## config.mk

```make
export PLATFORM = sky130hd
export DESIGN_NAME = muldiv_sequencer_flat
export DESIGN_NICKNAME = d
export VERILOG_FILES = /design/src/rtl/muldiv_sequencer_if.sv /design/src/rtl/muldiv_sequencer.sv /design/src/flat_wrapper.sv
export SDC_FILE = /design/constraint.sdc
export NUM_CORES = 1
export LEC_CHECK = 0
export CAP_MARGIN = 20
export CORE_ASPECT_RATIO = 2
export CORE_MARGIN = 3
export CORE_UTILIZATION = 50
export DETAILED_ROUTE_END_ITERATION = 8
export PLACE_DENSITY_LB_ADDON = 0.2
export RECOVER_POWER = 100
export SYNTH_ARGS = -nofsm -noshare
export SYNTH_HDL_FRONTEND = slang
export SYNTH_SLANG_ARGS = --single-unit
```

## constraint.sdc

```tcl
create_clock -name clk -period 8.8 [get_ports clk]
set_input_delay 1.32 -clock clk [delete_from_list [all_inputs] [get_ports clk]]
set_output_delay 1.32 -clock clk [all_outputs]
set_load 0.05 [all_outputs]
```

## src/rtl/muldiv_sequencer_if.sv

```systemverilog
// Purpose: request/response bundle between the execute stage and the RV32M
//          multi-cycle sequencer.
// Signals:
//   req_valid_i   M-extension op present in EX
//   req_funct3_i  operation select (MUL..REMU)
//   req_rs1_i/req_rs2_i  raw operands
//   req_sign_i    {rs1[31], rs2[31]}
//   mul_part_i    16x16 partial products: [0] lo*lo, [1] hi1*lo2, [2] lo1*hi2, [3] hi*hi
//   flush_i       kill the in-flight op
//   stall_o       hold IF/ID/EX
//   done_o        one-cycle result pulse
//   result_o      result, held until next done
//   busy_o        sequencer not idle
interface muldiv_sequencer_if;
    logic             req_valid_i;
    logic [2:0]       req_funct3_i;
    logic [31:0]      req_rs1_i;
    logic [31:0]      req_rs2_i;
    logic [1:0]       req_sign_i;
    logic [3:0][31:0] mul_part_i;
    logic             flush_i;
    logic             stall_o;
    logic             done_o;
    logic [31:0]      result_o;
    logic             busy_o;

    modport master (
        output req_valid_i, req_funct3_i, req_rs1_i, req_rs2_i, req_sign_i,
               mul_part_i, flush_i,
        input  stall_o, done_o, result_o, busy_o
    );

    modport slave (
        input  req_valid_i, req_funct3_i, req_rs1_i, req_rs2_i, req_sign_i,
               mul_part_i, flush_i,
        output stall_o, done_o, result_o, busy_o
    );
endinterface

```

## src/rtl/muldiv_sequencer.sv

```systemverilog
// Purpose: multi-cycle RV32M controller. Sums and sign-corrects the four
//          16x16 partial products for MUL/MULH/MULHSU/MULHU and runs a
//          radix-2 restoring divider for DIV/DIVU/REM/REMU, stalling the
//          front of the pipeline while an op is in flight.
// Ports:
//   clk   clock, all state on rising edge
//   rstn  asynchronous active-low reset
//   bus   muldiv_sequencer_if.slave (request in, stall/done/result/busy out)
// Configuration:
//   MULDIV_DIV_EN  when defined, the divider datapath (DIV_RUN/DIV_FIX and
//                  divide special cases) is built; otherwise divide ops
//                  complete in one cycle with result 0.
module muldiv_sequencer (
    input logic               clk,
    input logic               rstn,
    muldiv_sequencer_if.slave bus
);
    localparam int unsigned XLEN  = 32;
    localparam int unsigned CNT_W = 6;

    typedef enum logic [2:0] {
        IDLE    = 3'd0,
        MUL_ACC = 3'd1,
        DIV_RUN = 3'd2,
        DIV_FIX = 3'd3,
        DONE    = 3'd4
    } state_t;

    state_t               r_state;
    logic [3:0][XLEN-1:0] r_part;
    logic [2:0]           r_funct3;
    logic [1:0]           r_sign;
    logic [XLEN-1:0]      r_result;
    logic                 r_done;
    logic                 r_busy;

    logic                 w_accept;
    logic [2*XLEN-1:0]    w_prod_raw;
    logic [2*XLEN-1:0]    w_prod;
    logic                 w_prod_neg;

    assign w_accept = bus.req_valid_i && !bus.flush_i;

    // Full 64-bit sum of the partial products, then sign correction for the
    // ops whose operands EX magnitude-converted.
    assign w_prod_raw = (2*XLEN)'(r_part[0])
                      + ((2*XLEN)'(r_part[1]) << 16)
                      + ((2*XLEN)'(r_part[2]) << 16)
                      + ((2*XLEN)'(r_part[3]) << 32);
    assign w_prod_neg = ((r_funct3 == 3'b001) && (r_sign[1] ^ r_sign[0]))
                     || ((r_funct3 == 3'b010) && r_sign[1]);
    assign w_prod     = w_prod_neg ? -w_prod_raw : w_prod_raw;

`ifdef MULDIV_DIV_EN
    logic [XLEN-1:0]  r_rem;
    logic [XLEN-1:0]  r_quot;
    logic [XLEN-1:0]  r_dvs;
    logic [CNT_W-1:0] r_cnt;

    logic             w_div_signed;
    logic [XLEN-1:0]  w_mag1;
    logic [XLEN-1:0]  w_mag2;
    logic             w_div_zero;
    logic             w_div_ovf;
    logic [XLEN-1:0]  w_special;
    logic [XLEN:0]    w_shift;
    logic [XLEN:0]    w_diff;
    logic [XLEN-1:0]  w_q_fix;
    logic [XLEN-1:0]  w_r_fix;

    // funct3[0]=0 selects the signed variants (DIV/REM).
    assign w_div_signed = !bus.req_funct3_i[0];
    assign w_mag1 = (w_div_signed && bus.req_sign_i[1]) ? -bus.req_rs1_i : bus.req_rs1_i;
    assign w_mag2 = (w_div_signed && bus.req_sign_i[0]) ? -bus.req_rs2_i : bus.req_rs2_i;
    assign w_div_zero = (bus.req_rs2_i == '0);
    assign w_div_ovf  = w_div_signed && (bus.req_rs1_i == 32'h8000_0000)
                     && (bus.req_rs2_i == 32'hFFFF_FFFF);

    // Architected results for divide-by-zero and signed overflow; funct3[1] picks remainder.
    always_comb begin
        w_special = '0;
        if (w_div_zero) begin
            w_special = bus.req_funct3_i[1] ? bus.req_rs1_i : 32'hFFFF_FFFF;
        end else if (w_div_ovf) begin
            w_special = bus.req_funct3_i[1] ? 32'h0000_0000 : 32'h8000_0000;
        end
    end

    // One restoring step: bring the next dividend bit into the remainder and trial-subtract.
    assign w_shift = {r_rem, r_quot[XLEN-1]};
    assign w_diff  = w_shift - {1'b0, r_dvs};

    assign w_q_fix = (!r_funct3[0] && (r_sign[1] ^ r_sign[0])) ? -r_quot : r_quot;
    assign w_r_fix = (!r_funct3[0] && r_sign[1]) ? -r_rem : r_rem;
`else
    logic w_unused_ops;
    assign w_unused_ops = ^{bus.req_rs1_i, bus.req_rs2_i};
`endif

    // Sequencer state and registered outputs.
    always_ff @(posedge clk or negedge rstn) begin
        if (!rstn) begin
            r_state  <= IDLE;
            r_part   <= '0;
            r_funct3 <= '0;
            r_sign   <= '0;
            r_result <= '0;
            r_done   <= 1'b0;
            r_busy   <= 1'b0;
`ifdef MULDIV_DIV_EN
            r_rem    <= '0;
            r_quot   <= '0;
            r_dvs    <= '0;
            r_cnt    <= '0;
`endif
        end else begin
            r_done <= 1'b0;
            if (bus.flush_i) begin
                r_state <= IDLE;
                r_busy  <= 1'b0;
            end else begin
                case (r_state)
                    IDLE: begin
                        if (bus.req_valid_i) begin
                            r_funct3 <= bus.req_funct3_i;
                            r_sign   <= bus.req_sign_i;
                            r_busy   <= 1'b1;
                            if (!bus.req_funct3_i[2]) begin
                                r_part  <= bus.mul_part_i;
                                r_state <= MUL_ACC;
`ifdef MULDIV_DIV_EN
                            end else if (w_div_zero || w_div_ovf) begin
                                r_result <= w_special;
                                r_done   <= 1'b1;
                                r_state  <= DONE;
                            end else begin
                                r_rem   <= '0;
                                r_quot  <= w_mag1;
                                r_dvs   <= w_mag2;
                                r_cnt   <= '0;
                                r_state <= DIV_RUN;
                            end
`else
                            end else begin
                                r_result <= '0;
                                r_done   <= 1'b1;
                                r_state  <= DONE;
                            end
`endif
                        end
                    end
                    MUL_ACC: begin
                        r_result <= (r_funct3 == 3'b000) ? w_prod[XLEN-1:0]
                                                         : w_prod[2*XLEN-1:XLEN];
                        r_done   <= 1'b1;
                        r_state  <= DONE;
                    end
`ifdef MULDIV_DIV_EN
                    DIV_RUN: begin
                        if (!w_diff[XLEN]) begin
                            r_rem  <= w_diff[XLEN-1:0];
                            r_quot <= {r_quot[XLEN-2:0], 1'b1};
                        end else begin
                            r_rem  <= w_shift[XLEN-1:0];
                            r_quot <= {r_quot[XLEN-2:0], 1'b0};
                        end
                        r_cnt <= r_cnt + CNT_W'(1);
                        if (r_cnt == CNT_W'(XLEN - 1)) begin
                            r_state <= DIV_FIX;
                        end
                    end
                    DIV_FIX: begin
                        r_result <= r_funct3[1] ? w_r_fix : w_q_fix;
                        r_done   <= 1'b1;
                        r_state  <= DONE;
                    end
`endif
                    DONE: begin
                        // The finished instruction is still in EX this cycle; do not re-accept it.
                        r_state <= IDLE;
                        r_busy  <= 1'b0;
                    end
                    default: begin
                        r_state <= IDLE;
                        r_busy  <= 1'b0;
                    end
                endcase
            end
        end
    end

    // Stall must rise in the accept cycle itself, so it decodes the live request in IDLE.
    assign bus.stall_o  = rstn && (((r_state == IDLE) && w_accept)
                                   || (r_state == MUL_ACC)
                                   || (r_state == DIV_RUN)
                                   || (r_state == DIV_FIX));
    assign bus.done_o   = r_done;
    assign bus.busy_o   = r_busy;
    assign bus.result_o = r_result;
endmodule

```

## src/flat_wrapper.sv

```systemverilog
// flat-port wrapper written by rule: the top's interface ports become plain ports
module muldiv_sequencer_flat 
  (clk, rstn, bus_req_valid_i, bus_req_funct3_i, bus_req_rs1_i, bus_req_rs2_i, bus_req_sign_i, bus_mul_part_i, bus_flush_i, bus_stall_o, bus_done_o, bus_result_o, bus_busy_o);
  muldiv_sequencer_if bus_i ();
  input logic clk;
  input logic rstn;
  input wire logic [$bits(bus_i.req_valid_i)-1:0] bus_req_valid_i;
  input wire logic [$bits(bus_i.req_funct3_i)-1:0] bus_req_funct3_i;
  input wire logic [$bits(bus_i.req_rs1_i)-1:0] bus_req_rs1_i;
  input wire logic [$bits(bus_i.req_rs2_i)-1:0] bus_req_rs2_i;
  input wire logic [$bits(bus_i.req_sign_i)-1:0] bus_req_sign_i;
  input wire logic [$bits(bus_i.mul_part_i)-1:0] bus_mul_part_i;
  input wire logic [$bits(bus_i.flush_i)-1:0] bus_flush_i;
  output wire logic [$bits(bus_i.stall_o)-1:0] bus_stall_o;
  output wire logic [$bits(bus_i.done_o)-1:0] bus_done_o;
  output wire logic [$bits(bus_i.result_o)-1:0] bus_result_o;
  output wire logic [$bits(bus_i.busy_o)-1:0] bus_busy_o;
  assign bus_i.req_valid_i = bus_req_valid_i;
  assign bus_i.req_funct3_i = bus_req_funct3_i;
  assign bus_i.req_rs1_i = bus_req_rs1_i;
  assign bus_i.req_rs2_i = bus_req_rs2_i;
  assign bus_i.req_sign_i = bus_req_sign_i;
  assign bus_i.mul_part_i = bus_mul_part_i;
  assign bus_i.flush_i = bus_flush_i;
  assign bus_stall_o = bus_i.stall_o;
  assign bus_done_o = bus_i.done_o;
  assign bus_result_o = bus_i.result_o;
  assign bus_busy_o = bus_i.busy_o;
  muldiv_sequencer u_core (.clk(clk), .rstn(rstn), .bus(bus_i));
endmodule
```

* Yosys cells after proc, flatten, opt, wreduce, memory -nomap -nowiden *
Cells that the tools add are included.

storage, ports and cells
  output and inout port bits = 35
  bits in registers = 170

cells by class
  multiplexer cells = 16
  reduce and logical (&&, ||, !) cells = 17
  add/sub/neg operators = 4
  bitwise logic cells = 3
  equal/unequal tests = 9

operators with widths
  operator            number
  $mux 32             3
  $add 64x48->64      1
  $add 64x64->64      1
  $mux 64             1
  $neg 64->64         1
  $pmux 32 s2         1
  $add 32x48->49      1
  $eq 3x2->1 const B  3
  $mux 3              3
  $reduce_and 4->1    2
  $eq 3x1->1 const B  2
  $logic_not 3->1     2
  $ne 2x2->1 const B  3
  $pmux 3 s2          1
  $logic_and 1x1->1   5
  $mux 1              5
  $logic_or 1x1->1    4
  $pmux 1 s2          2
  $ne 3x3->1 const B  1
  $reduce_and 3->1    1
  $not 1->1           2
  $reduce_and 2->1    1
  $reduce_bool 2->1   1
  $logic_not 1->1     1
  $xor 1x1->1         1

* Depth between registers and ports, before layout *
Gate-level depths: netlist of the first run.

  word-level depth = 7
  gate-level depth with buffers = 31
  mapped depth without buffers = 30

* Worst setup path before layout of the first run *
No wires, ideal clock.

  path kind = register to register
  from = reg u_core.r_part[17] in the netlist's numbering
  to = reg u_core.r_result[22] (netlist: u_core.bus.result_o[22])
  arrival = 6664 ps
  cell stages (with the launch flop) = 31
  required time = 8678 ps
  setup time = 122 ps
  buffers on the path = 2
  slack = 2015 ps
  cells stage by stage = dfrtp_1 > ha_1 > a21o_1 > a21oi_1 > o21ai_0 > a21oi_1 > o21ai_0 > nand3_1 > a31o_2 > a211o_1 > o221ai_1 > and2_1 > clkbuf_1 > nand3_1 > xor2_1 > fa_1 > inv_1 > ha_1 > clkbuf_1 > a211oi_1 > nor2_1 > o41ai_1 > nand3_1 > o21a_1 > a31o_2 > xor2_1 > or4b_4 > or4_4 > o41ai_2 > mux2i_1 > a32o_1

on the way
  word-level cells in the longest chain between the ends = 7

RTL lines
  element                 RTL line                 RTL
  start, declared         muldiv_sequencer.sv:30   logic [3:0][XLEN-1:0] r_part;
  start signal, assigned  muldiv_sequencer.sv:129  r_part <= bus.mul_part_i;
  $add 32x48->49 *        muldiv_sequencer.sv:47   + ((2*XLEN)'(r_part[1]) << 16)
  $add 64x48->64 *        muldiv_sequencer.sv:48   + ((2*XLEN)'(r_part[2]) << 16)
  $add 64x64->64 *        muldiv_sequencer.sv:49   + ((2*XLEN)'(r_part[3]) << 32);
  $neg 64->64             muldiv_sequencer.sv:52   assign w_prod = w_prod_neg ? -w_prod_raw : w_prod_raw;
  $mux 64 *               muldiv_sequencer.sv:52
  $mux 32 *               muldiv_sequencer.sv:153  r_result <= (r_funct3 == 3'b000) ? w_prod[XLEN-1:0]
  $pmux 32 s2 *           muldiv_sequencer.sv:122  case (r_state)
  end signal, assigned    muldiv_sequencer.sv:153
  end, declared           muldiv_sequencer.sv:33   logic [XLEN-1:0] r_result;

Mark *: on every way between the ends. The rest lies on a longest branch, timed or not.
A chain may end at the register's enable or synchronous reset.

* Final worst setup path of the first run *
  from = reg u_core.r_part[16] in the netlist's numbering
  to = reg u_core.r_result[22] (netlist: u_core.bus.result_o[22])

Same word-level chain as after synthesis.

==> results of run 1 <==
-- metrics by stage --
step | std cells | util (%) | setup WS (ns) | hold slack [ns] | total power [mW]
floorplan | 1281 | - | 2.01 | 0.483 | 4.20
finish | 1721 | 61.3 | 0.727 | 0.479 | 6.00
global placement | 1687 | 59.1 | 0.994 | 0.464 | 5.20
detailed placement | 1688 | 59.2 | 0.954 | 0.471 | 5.25
CTS | 1720 | 61.6 | 0.895 | 0.487 | 6.01
global route | 1721 | 61.3 | 0.182 | 0.498 | 6.48
-- cell usage in the layout (no fill, tap or decap), drive strengths merged, types with 6 or more instances in the layout --
master         count
dfrtp            169
clkdlybuf4s50    134
nand2            117
o21ai            111
mux2              99
inv               99
ha                67
a21oi             67
nor2              65
xnor2             50
dlygate4sd3       36
xor2              35
nand3             34
nor3              34
clkbuf            25
and3              18
fa                18
a22oi             17
o21a              16
a21o              15
a211oi            14
o211ai            12
or3               11
nand4             11
a22o              11
and2              11
nor4              11
a211o              9
a31oi              7
o31ai              7
nor2b              7
nand2b             7
o21bai             7
o221ai             6
-- sequential cells by signal, summed over array words and instances (netlist names) --
| name | flops |
|---|---|
| u_core.r_part | 128 |
| u_core.bus.result_o | 32 |
| u_core.r_funct3 | 3 |
| u_core.r_sign | 2 |
| u_core.r_state | 2 |
| u_core.bus.busy_o | 1 |
| u_core.bus.done_o | 1 |
-- metal layers --
| metal | up-vias | global-route usage (%) | part of all wire (%) |
|---|---|---|---|
| li1 | 4876 | - | - |
| met1 | 4828 | 25.4 | 37 |
| met2 | 263 | 43.9 | 53 |
| met3 | 89 | 3.51 | 3.4 |
| met4 | 0 | 15.4 | 6.4 |
| met5 | - | 0 | 0 |
-- path summary, 6_finish.rpt --
path,endpoint,slack (ns),depth (start not counted)
max,u_core.bus.result_o[22],0.73,29
min,u_core.bus.result_o[1],0.48,2
max reg2reg,u_core.bus.result_o[22],0.73,29
min reg2reg,u_core.bus.result_o[1],0.48,2
max in group asynchronous,u_core.r_part[66],2.96,3
min in group asynchronous,u_core.r_part[121],1.14,1
-- synthesized netlist by cell type (7+ instances only) --
library cell,count,area share [%]
inv_1,92,2.9
mux2_2,99,9.4
a22o_1,11,0.81
nor2_1,65,2.1
dfrtp_1,169,36
xnor2_1,50,3.7
nor4_1,10,0.53
a21o_1,15,0.95
o211ai_1,12,0.76
nor3_1,34,1.4
buf_2,8,0.34
a31oi_1,7,0.37
ha_1,67,7.1
nand2_1,116,3.7
o31ai_1,7,0.44
nand4_1,11,0.58
or3_1,11,0.58
and3_1,18,0.95
xor2_1,35,2.6
a211oi_1,11,0.69
fa_1,18,3.0
nor2b_1,7,0.37
a211o_1,9,0.66
a22oi_1,17,1.1
nand3_1,34,1.4
a21oi_1,63,2.7
clkbuf_1,44,1.4
and2_1,10,0.53
o21a_1,16,1.0
o21ai_0,107,4.5
-- critical path: cells and delay by family (launching register included) --
family          cells  cell delay, ns
xor+xnor            1            0.09
compound gates     14            3.45
fa+ha+maj           4            1.44
buf+inv             2            0.10
flops               1            0.35
mux                 1            0.38
simple gates        7            2.18
-- report_power, final --
| part | switching, mW | internal [mW] | total [mW] | leakage, nW |
|---|---|---|---|---|
| clock network | 0.332 | 0.394 | 0.727 | 0.273 |
| logic | 2.61 | 1.55 | 4.16 | 3.72 |
| registers | 0.142 | 0.971 | 1.11 | 2.08 |
-- layout make-up --
cell class | instances | area (um2) | share of cell area (%)
multi-input combinational | 963 | 7050 | 49.3
sequential | 169 | 4230 | 29.6
timing repair buffer | 182 | 1760 | 12.3
clock buffer | 17 | 425 | 2.97
tap | 283 | 354 | 2.47
inverter | 92 | 345 | 2.41
clock inverter | 15 | 140 | 0.979
-- cells by family after synthesis --
logic type               after synthesis
AND/OR/NAND/NOR                      354
AO/OA/AOI/OAI                        336
flip-flops                           169
buffers and inverters                149
multiplexers                         103
XOR/XNOR                              85
adder cells (fa/ha/maj)               85
==> metrics.md, run 1 <==
| Metric | Value |
|---|---|
| Row Count | 79 |
| Initial Util | 50.9% |
| Post-route setup TNS | 0 ns |
| Largest family of logic cells by synthesized area | compound AO/OA/AOI/OAI gates |
| Mux contribution to synthesized area | 9.72% |
| RSZ-0062 raised after global routing | no |
| Width of the die | 115 um |
| Final instance area | 0.0143 mm2 |
| Power per cell area | 419 mW/mm2 |
| Vias per cell | 5.84 |
| WP data arrival | 8.45 ns |
| Synth-to-Final Area Change | 20.4% |
| Post-synth EDFFs | 0 |
| DRC viols | 0 |
| I/O pins | 236 |
| Layout cell share with drive strength beyond 1 | 11.0% |
| Number of library cell types mapped by synthesis | 78 |
| Worst-Margin Slew | 3.91 ns |
| Critical Path Most Common Cell | o21ai_0 |
| Final Cycle Share | 91.7% |
| Via count | 10056 |
| CTS Hold Bufs | 0 |
| Initial antenna violation count | 0 |
| DR pass1 iterations | 5 |
| Max Fclk | 124 MHz |
| Seq cells post-synth | 169 |
| Period minus WS final | 8.07 ns |
| Hold Fails Final Rpt | 0 |
| Synth warnings | 0 |
| Drt initial violations | 560 |
| Synth Area in XOR/XNOR | 6.26% |
| Clock Sinks | 169 |
| Final setup fails | 0 |
| Detailed Place HPWL | 24300 um |
| DP Area | 0.0138 mm2 |
| Relative slew slack | -161% |
| Failing checks | max-capacitance violations, max-slew violations |
| GPL Wtd Cong | 0.946 |
| Post-synthesis adder-cell area fraction | 10.1% |
| Clk_lat worst skew | 0.45 ns |
| CTS max path bufs | 2 |
| Largest net degree at the start of global routing | 81 |
| Ant. Diodes | 0 |
| Final ANT Viol Nets | 0 |
| Port buffer count | 171 |
| Setup Skew | 0.00518 ns |
| Overflow left after global routing | 0 |
| Core Footprint | 0.0233 mm2 |
| GRT Total Usage | 24.2% |
| Leakage | 6.07 nW |
| Root cell of the clock tree | clkbuf_16 |
| Clk slew on worst S/H paths | 0.07 ns |
| Synthesized instance count | 1281 |
| Synth Flop Type | dfrtp_1 |
| TritonCTS Buffers | 17 |
| Syn nets | 1567 |
| Worst R2R Start | u_core.r_part[16] |
| Vias in the first global route | 10249 |
| Status | complete, but fails checks |
| Number of setup buffers added after CTS | 0 |
| Final wirelength | 30700 um |
| CP endpoint kind | flop |
| CP Launch Type | flop |
| Post-synthesis simple-gate area fraction | 14.7% |
| CTS tree | built |
| Worst Hold Class | reg2reg |
| PostCTS Resize Cnt | 0 |
| Slew Viols, Final | 314 |
| Worst Setup SP | u_core.r_part[16] |
| Crit-path max FO | 6 |
| First-pass GRT wire length | 49700 um |
| Nets | 1711 |
| Peak supply drop | 0.000187 V |
| Max_cap viols | 5 |
| Register area share after synthesis | 35.6% |
| WP data required | 9.18 ns |
| Max stage delay cell, worst path | o21ai_0 |
| Max incr delay on CP | 0.62 ns |
| Synthesized cell area | 0.0119 mm2 |
| Post-synth ARST share | 100% |
| Mean routed wirelength per cell | 17.9 um |
| Critical path class | reg2reg |
| Fill cell count | 2051 |
| H-tree depth | 4 |
| Synth Area in Compound Gates | 18.6% |
| Die Ht | 224 um |
| Synth Area per Inst | 9.28 um2 |
| Min-delay src | u_core.bus.result_o[1] |
| DIE AREA | 0.0258 mm2 |
(Power assumes the default switching activity.)
==> run 2, diff against run 1 <==
CTS_BUF_LIST = sky130_fd_sc_hd__clkbuf_4   (was unset)
==> metrics.md, run 2 (same netlist as run 1, synthesis figures left out) <==
| Metric | Value |
|---|---|
| Status | complete, but fails checks |
| Failing checks | max-capacitance violations, max-slew violations |
| GRT Total Usage | 24.1% (-0.070 points) |
| Largest net degree at the start of global routing | 81 (unchanged) |
| DR pass1 iterations | 7 (+2) |
| PostCTS Resize Cnt | 0 (unchanged) |
| Max Fclk | 124 MHz (+0.25%) |
| Root cell of the clock tree | clkbuf_4 |
| Placed Cells | 1688 (unchanged) |
| Vias in the first global route | 10202 (-0.46%) |
| CTS max path bufs | 2 (unchanged) |
| GPL Wtd Cong | 0.946 (unchanged) |
| Final instance area | 0.0140 mm2 (-2.1%) |
| Top delay family on crit path | compound AO/OA/AOI/OAI gates |
| Via count | 10071 (+0.15%) |
| Worst Hold Class | reg2reg |
| Final ANT Viol Nets | 0 (unchanged) |
| Most common cell after layout, fill and taps aside | dfrtp_1 |
| Detailed Place HPWL | 24300 um (unchanged) |
| Max_cap viols | 5 (unchanged) |
| Width of the die | 115 um (unchanged) |
| Port buffer count | 171 (unchanged) |
| Critical path class | reg2reg |
| Initial antenna violation count | 1 (+1) |
| DP Area | 0.0138 mm2 (unchanged) |
| Non-filler cells, final | 1722 (+0.058%) |
| WP data required | 9.39 ns (+0.21 ns) |
| Peak supply drop | 0.000191 V (+1.8%) |
| Slew Viols, Final | 313 (-0.32%) |
| Worst R2R Start | u_core.r_part[16] |
| Core Footprint | 0.0233 mm2 (unchanged) |
| Final Cycle Share | 91.5% (-0.23 points) |
| Worst path bufs/invs | 2 (unchanged) |
| Relative slew slack | -155% (+6.0 points) |
| Number of flip-flops in the largest register | 128 (unchanged) |
| Nets | 1711 (unchanged) |
| Total power | 5.72 mW (-4.6%) |
| Leakage | 5.94 nW (-2.2%) |
| Clk slew on worst S/H paths | 0.15 ns (+0.08 ns) |
| Die Ht | 224 um (unchanged) |
| DRC viols | 0 (unchanged) |
| Hold Fails Final Rpt | 0 (unchanged) |
| Post-route setup TNS | 0 ns (unchanged) |
| Min-delay src | u_core.bus.result_o[1] |
| Worst Setup SP | u_core.r_part[16] |
| CTS tree | built |
| Hold-critical path depth | 2 (unchanged) |
| First-pass GRT wire length | 49400 um (-0.58%) |
| Drt initial violations | 595 (+6.3%) |
| Row Count | 79 (unchanged) |
| Number of setup buffers added after CTS | 0 (unchanged) |
| I/O pins | 236 (unchanged) |
| Critical path depth | 29 (unchanged) |
| Fin Hold WS | 0.496 ns (+0.0172 ns) |
| Setup ws final | 0.747 ns (+0.0204 ns) |
| WP data arrival | 8.65 ns (+0.20 ns) |
| Commonest cells after routing, fill and taps aside | dfrtp_1 (169), clkdlybuf4s50_1 (134), nand2_1 (116) |
| Worst r2r path cells | 29 (unchanged) |
| Initial Util | 50.9% (unchanged) |
| Critical Path Most Common Cell | o21ai_0 |
| TritonCTS Buffers | 17 (unchanged) |
| CTS Hold Bufs | 0 (unchanged) |
| Worst-Margin Slew | 3.82 ns (-0.0903 ns) |
| Utilization of the core after routing | 60.1% (-1.3 points) |
| Max stage delay cell, worst path | o21ai_0 |
| Largest register by flop count | u_core.r_part |
| Flop2flop setup slack | 0.75 ns (+0.02 ns) |
| Power per cell area | 408 mW/mm2 (-2.6%) |
| Mean routed wirelength per cell | 17.8 um (-0.28%) |
| Final wirelength | 30700 um (-0.22%) |
| DIE AREA | 0.0258 mm2 (unchanged) |
| Vias per cell | 5.85 (about the same) |
| Final setup fails | 0 (unchanged) |
| Overflow left after global routing | 0 (unchanged) |
| DP Worst Slack | 0.954 ns (unchanged) |
| Max incr delay on CP | 0.61 ns (about the same) |
| CP Launch Type | flop |
| Setup Skew | 0.0149 ns (+0.00970 ns) |
| Crit-path max FO | 6 (unchanged) |
| CP endpoint kind | flop |
| Layout cell share with drive strength beyond 1 | 11.0% (unchanged) |
| Clock Sinks | 169 (unchanged) |
| H-tree depth | 4 (unchanged) |
| RSZ-0062 raised after global routing | no |
| Period minus WS final | 8.05 ns (-0.0204 ns) |
| Synth-to-Final Area Change | 17.9% |
| Clk_lat worst skew | 0.66 ns (+0.21 ns) |
run 2: final timing paths:
path | to
hold reg to reg | u_core.bus.result_o[1]
hold / removal | u_core.bus.result_o[1]
setup reg to reg | u_core.bus.result_o[22]
min in group asynchronous | u_core.r_part[121]
setup / recovery | u_core.bus.result_o[22]
max in group asynchronous | u_core.r_part[40]
run 2: per-layer routing:
metal	vias up	global-route usage, %	wire length [um]
met2	287	43.6	16300
met5	-	0	0
met4	0	15.0	1910
met3	84	4.11	1200
li1	4878	-	-
met1	4822	25.2	11300
run 2: cell type report:
type                    count  area (um2)
diodes                      1        2.50
clock inverters            15         140
fillers                  2085        9310
inverters                  92         345
flip-flops and latches    169        4230
repair buffers            182        1760
clock buffers              17         128
well taps                 283         354
multi-input cells         963        7050
run 2: report_power, final:
part	total, mW	switching [mW]	internal, mW
registers	1.11	0.142	0.968
clock network	0.447	0.301	0.146
logic	4.17	2.62	1.55
total	5.72	3.06	2.66
run 2: worst register-to-register path, delay by kind of cell, from the launching register on:
kind                     cells  cell delay, ns
AO/OA/AOI/OAI               14            3.44
flip-flops                   1            0.38
AND/OR/NAND/NOR              7            2.19
adder cells (fa/ha/maj)      4            1.45
buffers and inverters        2            0.11
multiplexers                 1            0.37
XOR/XNOR                     1            0.09
